### config.mk
export PLATFORM = sky130hd
export DESIGN_NAME = seg7_scan_driver
export DESIGN_NICKNAME = d
export VERILOG_FILES = /design/src/rtl/seg7_scan_driver.sv
export SDC_FILE = /design/constraint.sdc
export NUM_CORES = 1
export LEC_CHECK = 0
export ABC_AREA = 0
export CAP_MARGIN = 10
export CORE_AREA = 2 2 87 89
export CTS_BUF_LIST = sky130_fd_sc_hd__clkbuf_8
export DETAILED_ROUTE_END_ITERATION = 16
export DIE_AREA = 0 0 89 91
export DONT_BUFFER_PORTS = 1
export GPL_ROUTABILITY_DRIVEN = 0
export HOLD_SLACK_MARGIN = 0.12
export RECOVER_POWER = 25
export SETUP_SLACK_MARGIN = 0.05
export SLEW_MARGIN = 20
export SYNTH_ARGS = -nofsm -noshare
export SYNTH_HDL_FRONTEND = slang
export SYNTH_SLANG_ARGS = --single-unit
### constraint.sdc
create_clock -name clk -period 5.2 [get_ports clk]
set_clock_uncertainty 0.15 [all_clocks]
set_input_delay 1.04 -clock clk [delete_from_list [all_inputs] [get_ports clk]]
set_output_delay 1.04 -clock clk [all_outputs]
set_load 0.1 [all_outputs]
### src/rtl/seg7_scan_driver.sv
`default_nettype none
// ============================================================================
// Module : seg7_scan_driver
// Desc   : Time-multiplexed 4-digit seven-segment driver with a frame-synchronous
//          shadow load, hex decode and optional leading-zero blanking.
// Rev    : 1.0  initial release
// ============================================================================
module seg7_scan_driver #(
  parameter int CLK_DIV    = 50000,
  parameter bit ACTIVE_LOW = 1'b1
) (
  input  logic        clk,
  input  logic        reset,
  input  logic [15:0] value,
  input  logic [3:0]  dp_in,
  input  logic        load,
  input  logic        blank_lz,
  output logic        pending,
  output logic [3:0]  an,
  output logic [6:0]  seg,
  output logic        dp
);

  localparam int                 c_cnt_w   = (CLK_DIV > 2) ? $clog2(CLK_DIV) : 1;
  localparam logic [c_cnt_w-1:0] c_cnt_max = c_cnt_w'(CLK_DIV - 1);
  localparam logic [c_cnt_w-1:0] c_cnt_one = c_cnt_w'(1);

  // XOR masks that move the internal active-high view to pin polarity;
  // they double as the inactive pin level.
  localparam logic [3:0] c_an_inv  = ACTIVE_LOW ? 4'hF  : 4'h0;
  localparam logic [6:0] c_seg_inv = ACTIVE_LOW ? 7'h7F : 7'h00;
  localparam logic       c_dp_inv  = ACTIVE_LOW ? 1'b1  : 1'b0;

  logic [c_cnt_w-1:0] cnt_q, cnt_d;
  logic [1:0]         idx_q, idx_d;
  logic [15:0]        shadow_q, shadow_d;
  logic [3:0]         dp_shadow_q, dp_shadow_d;
  logic [15:0]        disp_q, disp_d;
  logic [3:0]         dp_disp_q, dp_disp_d;
  logic               pending_q, pending_d;
  logic [3:0]         an_q, an_d;
  logic [6:0]         seg_q, seg_d;
  logic               dp_q, dp_d;

  logic               w_tick;
  logic               w_frame_end;
  logic [3:0]         w_nibble;
  logic               w_upper_zero;
  logic               w_blank;
  logic [6:0]         w_seg_raw;

  function automatic logic [6:0] hex_to_seg(input logic [3:0] nib);
    logic [6:0] s;
    case (nib)
      4'h0:    s = 7'b0111111;
      4'h1:    s = 7'b0000110;
      4'h2:    s = 7'b1011011;
      4'h3:    s = 7'b1001111;
      4'h4:    s = 7'b1100110;
      4'h5:    s = 7'b1101101;
      4'h6:    s = 7'b1111101;
      4'h7:    s = 7'b0000111;
      4'h8:    s = 7'b1111111;
      4'h9:    s = 7'b1101111;
      4'hA:    s = 7'b1110111;
      4'hB:    s = 7'b1111100;
      4'hC:    s = 7'b0111001;
      4'hD:    s = 7'b1011110;
      4'hE:    s = 7'b1111001;
      default: s = 7'b1110001;
    endcase
    return s;
  endfunction

  always_comb begin
    w_tick      = (cnt_q == c_cnt_max);
    w_frame_end = w_tick && (idx_q == 2'd3);
    cnt_d       = w_tick ? '0 : cnt_q + c_cnt_one;
    idx_d       = w_tick ? idx_q + 2'd1 : idx_q;

    shadow_d    = shadow_q;
    dp_shadow_d = dp_shadow_q;
    disp_d      = disp_q;
    dp_disp_d   = dp_disp_q;
    pending_d   = pending_q;

    if (load) begin
      shadow_d    = value;
      dp_shadow_d = dp_in;
      pending_d   = 1'b1;
    end

    // A load landing on the frame-end tick bypasses the shadow entirely.
    if (w_frame_end && (pending_q || load)) begin
      disp_d    = load ? value : shadow_q;
      dp_disp_d = load ? dp_in : dp_shadow_q;
      pending_d = 1'b0;
    end
  end

  always_comb begin
    w_nibble = disp_q[{idx_q, 2'b00} +: 4];
    case (idx_q)
      2'd3:    w_upper_zero = (disp_q[15:12] == 4'h0);
      2'd2:    w_upper_zero = (disp_q[15:8] == 8'h00);
      2'd1:    w_upper_zero = (disp_q[15:4] == 12'h000);
      default: w_upper_zero = 1'b0;
    endcase
    w_blank   = blank_lz && w_upper_zero;
    w_seg_raw = w_blank ? 7'h00 : hex_to_seg(w_nibble);

    an_d  = (4'b0001 << idx_q) ^ c_an_inv;
    seg_d = w_seg_raw ^ c_seg_inv;
    dp_d  = dp_disp_q[idx_q] ^ c_dp_inv;
  end

  always_ff @(posedge clk) begin
    if (reset) begin
      cnt_q       <= '0;
      idx_q       <= 2'd0;
      shadow_q    <= 16'h0000;
      dp_shadow_q <= 4'h0;
      disp_q      <= 16'h0000;
      dp_disp_q   <= 4'h0;
      pending_q   <= 1'b0;
      an_q        <= c_an_inv;
      seg_q       <= c_seg_inv;
      dp_q        <= c_dp_inv;
    end else begin
      cnt_q       <= cnt_d;
      idx_q       <= idx_d;
      shadow_q    <= shadow_d;
      dp_shadow_q <= dp_shadow_d;
      disp_q      <= disp_d;
      dp_disp_q   <= dp_disp_d;
      pending_q   <= pending_d;
      an_q        <= an_d;
      seg_q       <= seg_d;
      dp_q        <= dp_d;
    end
  end

  assign pending = pending_q;
  assign an      = an_q;
  assign seg     = seg_q;
  assign dp      = dp_q;

endmodule
`default_nettype wire

==> results by group <==
Power and ir drop
  • Total power: 1.08 mW
  • Switching share of total power: 22.6%
  • Clock power frac: 43.1%
  • Gate power share: 2.6%
  • Max IR drop VDD: 0.114 mV
  • Pwr dens: 319 mW/mm^2
  • Net Sw Power: 0.245 mW
  • Leakage: 1.24 nW
  • Internal: 0.839 mW
  • Seq pwr share: 54.3%

Global routing
  • GRT Util Overall: 15.6%
  • Initial antenna violation count: 0
  • Largest net degree at the start of global routing: 40
  • Vias in the first global route: 2102
  • Total gr overflow: 0
  • First-pass GRT wire length: 9930 um

Critical path
  • Critical Path Sink Type: output pin
  • R2R Setup Slk: 2.80 ns
  • R2R cell count: 5
  • Startpoint Class: register
  • Worst EP required: 4.01 ns
  • Reg2Reg Launch Point: idx_q[0]
  • Max FO, Critical Path: 3
  • Worst Path Arrival: 1.33 ns
  • R2r endpoint: seg[6]
  • Setup CP Type: register to output pin

Clock tree
  • TritonCTS Buffers: 9
  • CTS Root Cell: clkbuf_8
  • Worst-skew pair later-pin latency: 0.34 ns
  • Sink Count: 71
  • Post_cts resized: 0
  • Post-CTS Hold Fix Bufs: 0
  • CTS tree: built
  • H-tree lvl count: 3
  • Clk buf depth: 2
  • Post-CTS setup repair buffer count: 0
  • Clk slew on worst S/H paths: 0.07 ns

STA
  • Pins Over Slew Limit: 0
  • WHS: 0.319 ns
  • Least-Margin Pin Slew: 1.02 ns
  • Fmax: 397 MHz
  • RSZ-0062 raised after global routing: false
  • Final-report setup violation count: 0
  • Hold Fails Final Rpt: 0
  • Final TNS setup: 0 ns
  • Tcrit/Tclk final: 48.5%
  • Normalized max-slew margin: 32.2%
  • Final min period: 2.52 ns

Finish
  • Nets: 360
  • Layout cells sized above 1: 10.4%
  • Syn-to-layout area delta: 8.22%
  • Final core occ: 47.6%
  • Final Cell Area: 0.00339 mm^2
  • ANT cells: 0

Logic synthesis
  • Synth Area in Adders: 4.79%
  • Cells after Synth: 329
  • Seq cells post-synth: 71
  • Post-Synth XOR/XNOR Area: 3.91%
  • Syn_nets: 365
  • Seq/Total Area, Yosys: 45.3%
  • Netlist Area Pre-Place: 0.00314 mm^2
  • Simple-gate share of the synthesized area: 18.5%
  • Distinct cells, synth: 39
  • Largest family of logic cells by synthesized area: simple AND/OR/NAND/NOR gates
  • Synth Area in Compound Gates: 10.6%
  • Multiplexer area fraction after synthesis: 13.2%
  • Mean post-synth cell area: 9.53 um^2
  • Synth Warn #: 0

Placed design
  • DP Area: 0.00318 mm^2
  • I/O Buffers: 0
  • Detailed Place HPWL: 4080 um

Routing
  • Post-route ant nets: 0
  • WL/cell: 13.9 um
  • Vias: 2209
  • Initial DRC count: 63
  • DRT Pass-1 Iters: 4
  • DRC errors left: 0
  • DR vias/cell: 5.17
  • Total wire length: 5950 um

Floorplanning
  • Row cnt: 31
  • Core ar.: 0.00714 mm^2
  • Die H: 91 um
  • Die W: 89 um
  • Ports: 37
  • Die area: 0.00810 mm^2
  • Initial core utilization: 44.0%

Min path
  • Hold EP: cnt_q[0]
  • Hold crit path type: register to register
  • Min-delay src: cnt_q[0]
  • Worst Hold Depth: 1

Status
  • Run status: completed

Run
  • Max cap viols: 0
[Yosys cell counts, drive strengths merged]
| cell type | instances | area, um^2 |
|---|---|---|
| and4 | 2 | 17.5 |
| nor2 | 41 | 161 |
| a211oi | 2 | 15.0 |
| ha | 12 | 150 |
| nor3 | 2 | 10.0 |
| o221a | 1 | 11.3 |
| a21o | 1 | 7.51 |
| o41a | 1 | 11.3 |
| o21ai | 23 | 115 |
| nor3b | 2 | 15.0 |
| nor4bb | 1 | 10.0 |
| o211ai | 2 | 15.0 |
| buf | 9 | 57.6 |
| and3 | 4 | 26.3 |
| xnor2 | 10 | 87.6 |
| mux2i | 26 | 275 |
| clkbuf | 9 | 33.8 |
| nand4 | 3 | 18.8 |
| a21oi | 26 | 130 |
| nand3 | 9 | 45.0 |
| nor4 | 2 | 12.5 |
| or3 | 18 | 113 |
| dfxtp | 71 | 1420 |
| inv | 7 | 26.3 |
| o221ai | 3 | 26.3 |
| mux2 | 6 | 71.3 |
| or4b | 1 | 10.0 |
| mux4 | 3 | 67.6 |
| xor2 | 4 | 35.0 |
| and4bb | 1 | 12.5 |
| nand2 | 20 | 75.1 |
| nor4b | 1 | 15.0 |
| and2 | 6 | 37.5 |
[how the worst max path moves through the flow]
stage | start | to | slack [ns] | cells after the start
after floorplan | blank_lz | seg[1] | 2.98 | 3
after global placement | idx_q[0] | seg[4] | 2.87 | 5
after detailed placement | idx_q[0] | seg[4] | 2.81 | 5
after CTS | pending | pending | 2.67 | 0
after global routing | pending | pending | 2.63 | 0
final | pending | pending | 2.68 | 0
[area by class of cell]
class / instances / area, um^2
Fill cell: 709 / 3740
Multi-Input combinational cell: 233 / 1600
Sequential cell: 71 / 1420
Clock buffer: 9 / 124
Tap cell: 99 / 124
Clock inverter: 6 / 86.3
Inverter: 7 / 26.3
Timing Repair Buffer: 2 / 15.0
[cell families after synthesis]
group                    count (synthesis)
AO/OA/AOI/OAI                           59
XOR/XNOR                                14
adder cells (fa/ha/maj)                 12
buffers and inverters                   25
flip-flops                              71
multiplexers                            35
AND/OR/NAND/NOR                        113
[power by group through the flow]
stage,clock [mW],sequential (mW),combinational [mW]
after floorplan,0,0.600,0.0308
after global placement,0,0.601,0.0286
after detailed placement,0,0.601,0.0290
after CTS,0.482,0.589,0.0291
after global routing,0.510,0.591,0.0325
final,0.468,0.589,0.0283
[layout by cell type, fill, tap and decap left out, types with 3 or more instances in the layout]
cell	count
dfxtp_1	71
nor2_1	40
a21oi_1	26
mux2i_1	22
o21ai_0	20
nand2_1	20
or3_1	18
ha_1	12
xnor2_1	10
nand3_1	9
clkbuf_8	9
inv_1	7
mux2_2	5
mux2i_2	4
and2_1	4
xor2_1	4
mux4_2	3
o21ai_1	3
nand4_1	3
o221ai_1	3
and3_1	3
[layer usage]
| metal | track usage (%) | wire length (um) | vias to the layer above |
|---|---|---|---|
| met5 | 0 | 0 | - |
| met4 | 6.72 | 108 | 0 |
| met3 | 5.27 | 294 | 9 |
| met2 | 23.1 | 2630 | 42 |
| met1 | 20.5 | 2920 | 1018 |
| li1 | - | - | 1140 |
[metrics by stage]
stage / std cells / setup WS, ns
final: 427 / 2.68
after detailed placement: 412 / 2.81
after floorplan: 329 / 2.98
after global placement: 412 / 2.87
after CTS: 427 / 2.67
after global routing: 427 / 2.63
[sequential cells by signal, indices dropped and copies added, names as in the netlist]
signal and cells:
seg 7, dp_disp_q 4, disp_q 16, idx_q 2, dp 1, cnt_q 16
shadow_q 16, dp_shadow_q 4, pending 1, an 4
No activity file was read; power rests on OpenSTA's default activity.
